[src/rtl/vram_arbiter_if.sv]
// vram_arbiter_if -- single-port VRAM bus between the arbiter and the memory.
//   vram_addr  : word address of the access issued this cycle
//   vram_re    : read strobe; vram_rdata is valid on the following cycle
//   vram_we    : write strobe; vram_wdata is written at vram_addr
//   vram_wdata : write data
//   vram_rdata : read data returned by the memory
// The master modport belongs to the arbiter and the slave modport to the memory.
interface vram_arbiter_if #(
  parameter int AW = 16,
  parameter int DW = 16
);
  logic [AW-1:0] vram_addr;
  logic          vram_re;
  logic          vram_we;
  logic [DW-1:0] vram_wdata;
  logic [DW-1:0] vram_rdata;

  modport master (
    output vram_addr, vram_re, vram_we, vram_wdata,
    input  vram_rdata
  );

  modport slave (
    input  vram_addr, vram_re, vram_we, vram_wdata,
    output vram_rdata
  );
endinterface

[src/rtl/vram_arbiter.sv]
// vram_arbiter -- shares one VRAM port between render fetches, CPU accesses
// through auto-incrementing pointers, and a block-copy DMA engine.
// The port carries at most one access per cycle.
// Fixed priority: render > CPU write > CPU read > DMA.
// Ports:
//   clock, reset        : rising-edge clock; asynchronous active-high reset
//   render_*            : combinational render fetch; its read data is dropped
//   mawr_*, cpu_wr_*    : write pointer load and a 1-entry write buffer
//   marr_*, cpu_rd_ack  : read pointer load/advance; each one queues a prefetch
//   vrr_data            : last word the CPU prefetched
//   incr_sel            : pointer step (00=1, 01=32, 10=64, 11=128)
//   busy_n              : low while a CPU access or its data return is outstanding
//   dma_*               : block copy of dma_len+1 words; src/dst step by +/-1
//   vram                : VRAM bus (master side)
module vram_arbiter #(
  parameter int AW = 16,
  parameter int DW = 16
) (
  input  logic          clock,
  input  logic          reset,
  input  logic          render_req,
  input  logic [AW-1:0] render_addr,
  output logic          render_grant,
  input  logic          mawr_ld,
  input  logic [AW-1:0] mawr_in,
  input  logic          cpu_wr_req,
  input  logic [DW-1:0] cpu_wr_data,
  input  logic          marr_ld,
  input  logic [AW-1:0] marr_in,
  input  logic          cpu_rd_ack,
  output logic [DW-1:0] vrr_data,
  input  logic [1:0]    incr_sel,
  output logic          busy_n,
  input  logic          dma_start,
  input  logic [AW-1:0] dma_src,
  input  logic [AW-1:0] dma_dst,
  input  logic [AW-1:0] dma_len,
  input  logic          dma_src_dec,
  input  logic          dma_dst_dec,
  output logic          dma_busy,
  output logic          dma_done,
  vram_arbiter_if.master vram
);

  typedef enum logic [2:0] {IDLE, READ, CAPT, WRITE, DONE} dma_state_t;

  dma_state_t    state, state_nx;
  logic [AW-1:0] step;
  logic [AW-1:0] mawr, marr;
  logic [DW-1:0] wr_buf;
  logic          wr_pending, rd_pending;
  logic          ret_tag;      // 1: this cycle's read data belongs to the CPU
  logic [AW-1:0] src, dst, cnt;
  logic [DW-1:0] dma_buf;
  logic          wr_grant, rd_grant, dma_grant, dma_wr_go;

  // NOTE: every always_comb output gets a default first, so no path can leave
  // a signal unassigned and infer a latch.
  always_comb begin
    step = AW'(1);
    unique case (incr_sel)
      2'b00:   step = AW'(1);
      2'b01:   step = AW'(32);
      2'b10:   step = AW'(64);
      default: step = AW'(128);
    endcase
  end

  // Priority chain. Each lower requester sees the port only when all higher
  // requesters are idle.
  assign render_grant = render_req;
  assign wr_grant     = !render_req && wr_pending;
  assign rd_grant     = !render_req && !wr_pending && rd_pending;
  assign dma_grant    = !render_req && !wr_pending && !rd_pending &&
                        ((state == READ) || (state == WRITE));

  assign busy_n   = !(wr_pending || rd_pending || ret_tag);
  assign dma_busy = (state != IDLE);

  // VRAM port mux. An idle port drives all zeros.
  always_comb begin
    vram.vram_addr  = '0;
    vram.vram_re    = 1'b0;
    vram.vram_we    = 1'b0;
    vram.vram_wdata = '0;
    if (render_grant) begin
      vram.vram_re   = 1'b1;
      vram.vram_addr = render_addr;
    end else if (wr_grant) begin
      vram.vram_we    = 1'b1;
      vram.vram_addr  = mawr;
      vram.vram_wdata = wr_buf;
    end else if (rd_grant) begin
      vram.vram_re   = 1'b1;
      vram.vram_addr = marr;
    end else if (dma_grant) begin
      if (state == READ) begin
        vram.vram_re   = 1'b1;
        vram.vram_addr = src;
      end else begin
        vram.vram_we    = 1'b1;
        vram.vram_addr  = dst;
        vram.vram_wdata = dma_buf;
      end
    end
  end

  // CPU write pointer and 1-entry write buffer. A request that arrives while
  // the buffer is full is dropped. A pointer load overrides the post-write
  // increment, so a write still pending goes to the newly loaded address.
  // NOTE: state registers use non-blocking assignments, so every flop samples
  // values from before the edge regardless of statement order.
  always_ff @(posedge clock or posedge reset) begin
    if (reset) begin
      mawr       <= '0;
      wr_buf     <= '0;
      wr_pending <= 1'b0;
    end else begin
      if (mawr_ld)       mawr <= mawr_in;
      else if (wr_grant) mawr <= mawr + step;

      if (wr_pending) begin
        if (wr_grant) wr_pending <= 1'b0;
      end else if (cpu_wr_req) begin
        wr_buf     <= cpu_wr_data;
        wr_pending <= 1'b1;
      end
    end
  end

  // CPU read pointer and prefetch. A new request in the same cycle as a
  // service re-arms the prefetch, so the prefetch uses the new pointer.
  always_ff @(posedge clock or posedge reset) begin
    if (reset) begin
      marr       <= '0;
      rd_pending <= 1'b0;
      ret_tag    <= 1'b0;
      vrr_data   <= '0;
    end else begin
      if (marr_ld) begin
        marr       <= marr_in;
        rd_pending <= 1'b1;
      end else if (cpu_rd_ack) begin
        marr       <= marr + step;
        rd_pending <= 1'b1;
      end else if (rd_grant) begin
        rd_pending <= 1'b0;
      end
      ret_tag <= rd_grant;
      if (ret_tag) vrr_data <= vram.vram_rdata;
    end
  end

  // DMA engine: state register.
  always_ff @(posedge clock or posedge reset) begin
    if (reset) state <= IDLE;
    else       state <= state_nx;
  end

  // DMA engine: next-state and strobes.
  always_comb begin
    state_nx  = state;
    dma_wr_go = 1'b0;
    dma_done  = 1'b0;
    unique case (state)
      IDLE:  if (dma_start) state_nx = READ;
      READ:  if (dma_grant) state_nx = CAPT;
      CAPT:  state_nx = WRITE;
      WRITE: if (dma_grant) begin
               dma_wr_go = 1'b1;
               state_nx  = (cnt == '0) ? DONE : READ;
             end
      DONE:  begin
               dma_done = 1'b1;
               state_nx = IDLE;
             end
      default: state_nx = IDLE;
    endcase
  end

  // DMA datapath. CAPT always follows a granted READ, so the data on
  // vram_rdata in CAPT is always the DMA read, whatever owns the port now.
  always_ff @(posedge clock or posedge reset) begin
    if (reset) begin
      src     <= '0;
      dst     <= '0;
      cnt     <= '0;
      dma_buf <= '0;
    end else begin
      if (state == IDLE && dma_start) begin
        src <= dma_src;
        dst <= dma_dst;
        cnt <= dma_len;
      end
      if (state == CAPT) dma_buf <= vram.vram_rdata;
      if (dma_wr_go) begin
        src <= dma_src_dec ? src - AW'(1) : src + AW'(1);
        dst <= dma_dst_dec ? dst - AW'(1) : dst + AW'(1);
        if (cnt != '0) cnt <= cnt - AW'(1);
      end
    end
  end

endmodule

[src/flat_wrapper.sv]
// flat-port wrapper written by rule: the top's interface ports become plain ports
module vram_arbiter_flat 
#(
  parameter int AW = 16,
  parameter int DW = 16
)
  (clock, reset, render_req, render_addr, render_grant, mawr_ld, mawr_in, cpu_wr_req, cpu_wr_data, marr_ld, marr_in, cpu_rd_ack, vrr_data, incr_sel, busy_n, dma_start, dma_src, dma_dst, dma_len, dma_src_dec, dma_dst_dec, dma_busy, dma_done, vram_vram_addr, vram_vram_re, vram_vram_we, vram_vram_wdata, vram_vram_rdata);
  vram_arbiter_if #(.AW(AW), .DW(DW)) vram_i ();
  input  logic clock;
  input  logic reset;
  input  logic render_req;
  input  logic [AW-1:0] render_addr;
  output logic render_grant;
  input  logic mawr_ld;
  input  logic [AW-1:0] mawr_in;
  input  logic cpu_wr_req;
  input  logic [DW-1:0] cpu_wr_data;
  input  logic marr_ld;
  input  logic [AW-1:0] marr_in;
  input  logic cpu_rd_ack;
  output logic [DW-1:0] vrr_data;
  input  logic [1:0] incr_sel;
  output logic busy_n;
  input  logic dma_start;
  input  logic [AW-1:0] dma_src;
  input  logic [AW-1:0] dma_dst;
  input  logic [AW-1:0] dma_len;
  input  logic dma_src_dec;
  input  logic dma_dst_dec;
  output logic dma_busy;
  output logic dma_done;
  output wire logic [$bits(vram_i.vram_addr)-1:0] vram_vram_addr;
  output wire logic [$bits(vram_i.vram_re)-1:0] vram_vram_re;
  output wire logic [$bits(vram_i.vram_we)-1:0] vram_vram_we;
  output wire logic [$bits(vram_i.vram_wdata)-1:0] vram_vram_wdata;
  input wire logic [$bits(vram_i.vram_rdata)-1:0] vram_vram_rdata;
  assign vram_vram_addr = vram_i.vram_addr;
  assign vram_vram_re = vram_i.vram_re;
  assign vram_vram_we = vram_i.vram_we;
  assign vram_vram_wdata = vram_i.vram_wdata;
  assign vram_i.vram_rdata = vram_vram_rdata;
  vram_arbiter #(.AW(AW), .DW(DW)) u_core (.clock(clock), .reset(reset), .render_req(render_req), .render_addr(render_addr), .render_grant(render_grant), .mawr_ld(mawr_ld), .mawr_in(mawr_in), .cpu_wr_req(cpu_wr_req), .cpu_wr_data(cpu_wr_data), .marr_ld(marr_ld), .marr_in(marr_in), .cpu_rd_ack(cpu_rd_ack), .vrr_data(vrr_data), .incr_sel(incr_sel), .busy_n(busy_n), .dma_start(dma_start), .dma_src(dma_src), .dma_dst(dma_dst), .dma_len(dma_len), .dma_src_dec(dma_src_dec), .dma_dst_dec(dma_dst_dec), .dma_busy(dma_busy), .dma_done(dma_done), .vram(vram_i));
endmodule
[config.mk]
export PLATFORM = sky130hd
export DESIGN_NAME = vram_arbiter_flat
export DESIGN_NICKNAME = d
export VERILOG_FILES = /design/src/rtl/vram_arbiter_if.sv /design/src/rtl/vram_arbiter.sv /design/src/flat_wrapper.sv
export SDC_FILE = /design/constraint.sdc
export NUM_CORES = 1
export LEC_CHECK = 0
export CORE_UTILIZATION = 56
export DETAILED_ROUTE_END_ITERATION = 16
export GPL_TIMING_DRIVEN = 0
export PLACE_DENSITY = 0.88
export SKIP_CTS_REPAIR_TIMING = 1
export SLEW_MARGIN = 20
export SYNTH_ARGS = -nofsm -noshare
export SYNTH_HDL_FRONTEND = slang
export SYNTH_SLANG_ARGS = --single-unit
[constraint.sdc]
create_clock -name clock -period 7.4 [get_ports clock]
set_input_delay 1.11 -clock clock [delete_from_list [all_inputs] [get_ports clock]]
set_output_delay 1.11 -clock clock [all_outputs]
set_load 0.02 [all_outputs]
* After elaboration in Yosys (flattened, before gate mapping) *
Index checks and enable logic that the tools add are counted.

operators by class
  add/sub/neg operators = 7
  multiply operators = 0
  div/mod/pow operators = 0
  $lt $le $gt $ge = 0
  equality and inequality tests = 9
  shift-type cells = 0
  mux-type cells = 48
  bitwise gates (word level) = 1
  reduce and logical (&&, ||, !) cells = 24

operator list
  cell                     number
  $mux W16                 23
  $sub A16 B1 Y16 const B  3
  $add A16 B1 Y16 const B  2
  $add A16 B8 Y16          2
  $pmux W8 S3              1
  $mux W1                  19
  $logic_not A16 Y1        1
  $reduce_bool A16 Y1      1
  $mux W3                  4
  $pmux W3 S4              1
  $eq A3 B2 Y1 const B     2
  $logic_and A1 B1 Y1      6
  $reduce_bool A2 Y1       3
  $reduce_bool A3 Y1       2
  $logic_not A1 Y1         4
  $ne A2 B1 Y1 const B     2
  $eq A3 B1 Y1 const B     1
  $eq A3 B3 Y1 const B     1
  $logic_not A3 Y1         1
  $logic_or A1 B1 Y1       3
  $reduce_and A3 Y1        1
  $eq A2 B1 Y1 const B     1
  $eq A2 B2 Y1 const B     1
  $logic_not A2 Y1         1
  3 further kinds          3

word-level totals
  flip-flop bits (word level) = 134
  bits in latches = 0
  bits in writable memories = 0
  bits in read-only memories = 0
  input bits = 140
  output and inout bits = 54
  logic and storage cells = 101
  memories = 0

* Longest topological paths before layout *
  depth after elaboration = 8
  depth in mapped cells = 10
  mapped depth without buffers = 10

* Worst setup path before layout *
OpenSTA, ideal clock, no wires.

  kind = input -> output
  start point = input render_req
  end point = output vram_vram_addr[11]
  arrival time = 3,080 ps
  data required time = 6,290 ps
  path slack = 3,210 ps
  stages on the path = 6
  buffers on the path = 2
  cell sequence = or4b_1 clkbuf_1 nor3_1 clkbuf_1 a21oi_1 o21ai_0

between the ends
  word-level cells in the longest chain between the ends = 8

ends and longest elaborated chain
  item                              line                                                        source
  start: declaration                flat_wrapper.sv:11                                          input logic render_req;
  $logic_not A1 Y1                  vram_arbiter.sv:72, vram_arbiter.sv:73, vram_arbiter.sv:74
  $logic_and A1 B1 Y1               vram_arbiter.sv:73, vram_arbiter.sv:74
  $logic_and A1 B1 Y1 (2 in a row)  vram_arbiter.sv:74                                          assign dma_grant = !render_req && !wr_pending && !rd_pending &&
  $mux W16                          vram_arbiter.sv:96                                          end else if (dma_grant) begin
  $mux W16                          vram_arbiter.sv:93                                          end else if (rd_grant) begin
  $mux W16                          vram_arbiter.sv:89                                          end else if (wr_grant) begin
  $mux W16 (*)                      vram_arbiter.sv:86                                          if (render_grant) begin
  end: declaration                  flat_wrapper.sv:32                                          output wire logic [$bits(vram_i.vram_addr)-1:0] vram_vram_addr;

Mark *: on every way between the ends. The rest lies on a longest branch, timed or not.

* Final worst setup path *
  start point = input render_req
  end point = output vram_vram_addr[7]

Same word-level chain as after synthesis.

==> qor.yml <==
first_pass_iters: 6
peakVddDrop_v: 0.000232
worstPathMaxFanout: 10
maxCapViolations: 0
cts_made_buffers: 17
cts_tree: "built"
die_w_um: 126
p_per_area_nw_per_um2: 303
crit_buf_inv: 4
h-tree-depth: 4
reg2reg_slack_ps: 4440
outcome: "finished, final reports clean"
dr.first_iter.drc_count: 745
power_switching_share_pct: 39.2
post-synth-top-count-cell: "nand2_1"
num_io_pins: 194
cp-end-kind: "output pin"
worst_pin_slew_ps: 907
grt_max_degree: 92
via_per_inst: 6.23
fin_nets: 1346
finalCritPeriodShare_pct: 78.6
cp.depth: 8
ys_seq_elements: 134
r2r-start: "u_core.rd_pending"
synth_top_area_share_pct: 39.0
yosysSeqAreaShare_pct: 39.0
finalPower_uw: 3430
clock_power_share_pct: 24.0
io_buffers: 190
p_int_uw: 2090
vias: 8509
setup_violations: 0
cts_root_buf: "clkbuf_16"
path_cells: "clkdlybuf4s50_1 -> or4b_1 -> clkbuf_1 -> nor3_1 -> clkbuf_1 -> a21oi_1 -> o21ai_0 -> clkdlybuf4s50_1"
rsz0062_at_grt: "false"
drv_slew: 0
startpoint: "render_req"
synth_flop_cell: "dfrtp_1"
clkTransAtPathRegs_ps: 70
die-area_um2: 15900
antenna_left: 0
combPwrFrac_pct: 39.7
drive_above_1_share_pct: 8.47
relSlewSlack_pct: 39.1
cpMaxStageDelayCell: "nor3_1"
p_leak_uw: 0.00473
syn_inst: 958
drc_errors: 0
place_congestion: 0.948
dpl_cell_area_um2: 10800
synth_edf_count: 0
critPathTopFamily: "buffers and inverters"
globalRoute.totalOverflow: 0
yosysUniqueCellTypes: 73
rr_worst_depth: 9
setup_tns_ps: 0
hpwl_mm: 19.9
synth_top_area_cell: "dfrtp_1"
syn_nets: 1136
finish.instance_area_um2: 11300
rows: 44
syn_area_um2: 8600
grt_pass1_vias: 8491
netlist_top_cells_area: "dfrtp_1 39%, mux2_2 6.4%, nand2_1 5.9%"
area_delta_synth_final_pct: 31.8
wl_per_cell_um: 20.3
die-height_um: 126
fmax_mhz: 172
endpoint: "vram_vram_addr[7]"
globalRouteTotalUtil_pct: 35.9
grt_pass1_wl_mm: 44.2
hold_viol: 0
start_util_pct: 58.3
synthArstFlopShare_pct: 100
diodes: 0
yosysWarnings: 0
clkLatencyLatePin_ps: 430
fin_skew_ps: 11.5
arrival_ps: 4710
cts.sinks: 134
holdWs_ps: 507
max_stage_delay_ps: 720
cts_max_path_buffers: 2
finalCriticalPeriod_ps: 5820
antenna_found_initial: 0
worstReg2RegEnd: "u_core.src[15]"
pwr-share-seq_pct: 36.3
setup.worst_path.class: "in2out"
crit_path_start_kind: "input port"
switchingPower_uw: 1350
routed_wl_mm: 27.8
synth_area_per_cell_um2: 8.98
worst_ep_required_time_ps: 6290
hp-class: "reg2reg"
core_area_um2: 14800
yosys-top-cells-count: "136 x nand2_1, 134 x dfrtp_1, 77 x nor2_1, 66 x a21oi_1, 61 x o21ai_0"
[metal layers]
metal / track usage [%] / vias to the layer above / part of all wire [%]
li1: - / 3891 / -
met1: 45.9 / 4039 / 40
met2: 56.7 / 474 / 46
met3: 10.2 / 105 / 10
met4: 16.2 / 0 / 4.2
met5: 0 / - / 0
[sequential cells by signal, indices dropped and copies added (netlist names)]
signal,cells
u_core.marr,16
u_core.mawr,16
u_core.state,3
u_core.wr_buf,16
u_core.vrr_data,16
u_core.dma_buf,16
u_core.wr_pending,1
u_core.src,16
u_core.ret_tag,1
u_core.dst,16
u_core.cnt,16
u_core.rd_pending,1
[area by class of cell]
class | count | area, µm²
Inverter | 25 | 101
Timing Repair Buffer | 191 | 1930
Buffer | 53 | 220
Multi-Input combinational cell | 746 | 4940
Clock inverter | 14 | 130
Tap cell | 184 | 230
Fill cell | 1026 | 3410
Sequential cell | 134 | 3350
Clock buffer | 18 | 439
[power by group through the flow]
stage | registers [µW] | logic (µW) | clock network, µW
4_1_cts | 1230 | 1350 | 830
5_1_grt | 1260 | 1500 | 860
3_5_place_dp | 1230 | 1330 | 0
2_1_floorplan | 1160 | 943 | 0
3_3_place_gp | 1220 | 1280 | 0
6_report | 1250 | 1360 | 825
[worst min path at each step]
stage | endpoint | cells past startpoint | startpoint
2_1_floorplan | u_core.cnt[9] | 1 | u_core.cnt[9]
3_3_place_gp | u_core.cnt[9] | 1 | u_core.cnt[9]
3_5_place_dp | u_core.cnt[9] | 1 | u_core.cnt[9]
4_1_cts | u_core.cnt[15] | 1 | u_core.cnt[15]
5_1_grt | u_core.vrr_data[6] | 1 | u_core.vrr_data[6]
6_report | u_core.vrr_data[6] | 1 | u_core.vrr_data[6]
[cells in the final DEF, fill, tap and decap left out, types with 17 or more instances in the layout]
cell type and n:
a21oi_1 66, a31oi_1 20, clkbuf_1 42, clkbuf_16 17
clkdlybuf4s50_1 190, dfrtp_1 134, ha_1 36, inv_1 24
mux2_2 49, mux2i_1 22, nand2_1 136, nor2_1 77
nor2b_1 24, nor3_1 21, o21ai_0 61, xnor2_1 24
xor2_1 23
[cells by family (layout without fill, tap and decap cells)]
group	count (synthesis)	in the layout	share of synthesized area (%)
adders and majority gates	42	42	6.17
muxes	71	71	8.97
xor gates and xnor gates	47	47	4.78
and+or+nand+nor	329	329	17.8
AOI/OAI and AO/OA	257	257	19.6
buffers and inverters	78	301	3.65
DFF	134	134	39.0
[through the flow]
stage | setup WS [ps] | utilization [%] | cells
CTS | 1690 | 76.9 | 1365
global placement | 725 | 72.8 | 1332
detailed placement | 1700 | 73.0 | 1333
floorplan | 2710 | - | 958
global route | 1440 | 76.9 | 1365
finish | 1580 | 76.9 | 1365
No activity file was read; power rests on OpenSTA's default activity.
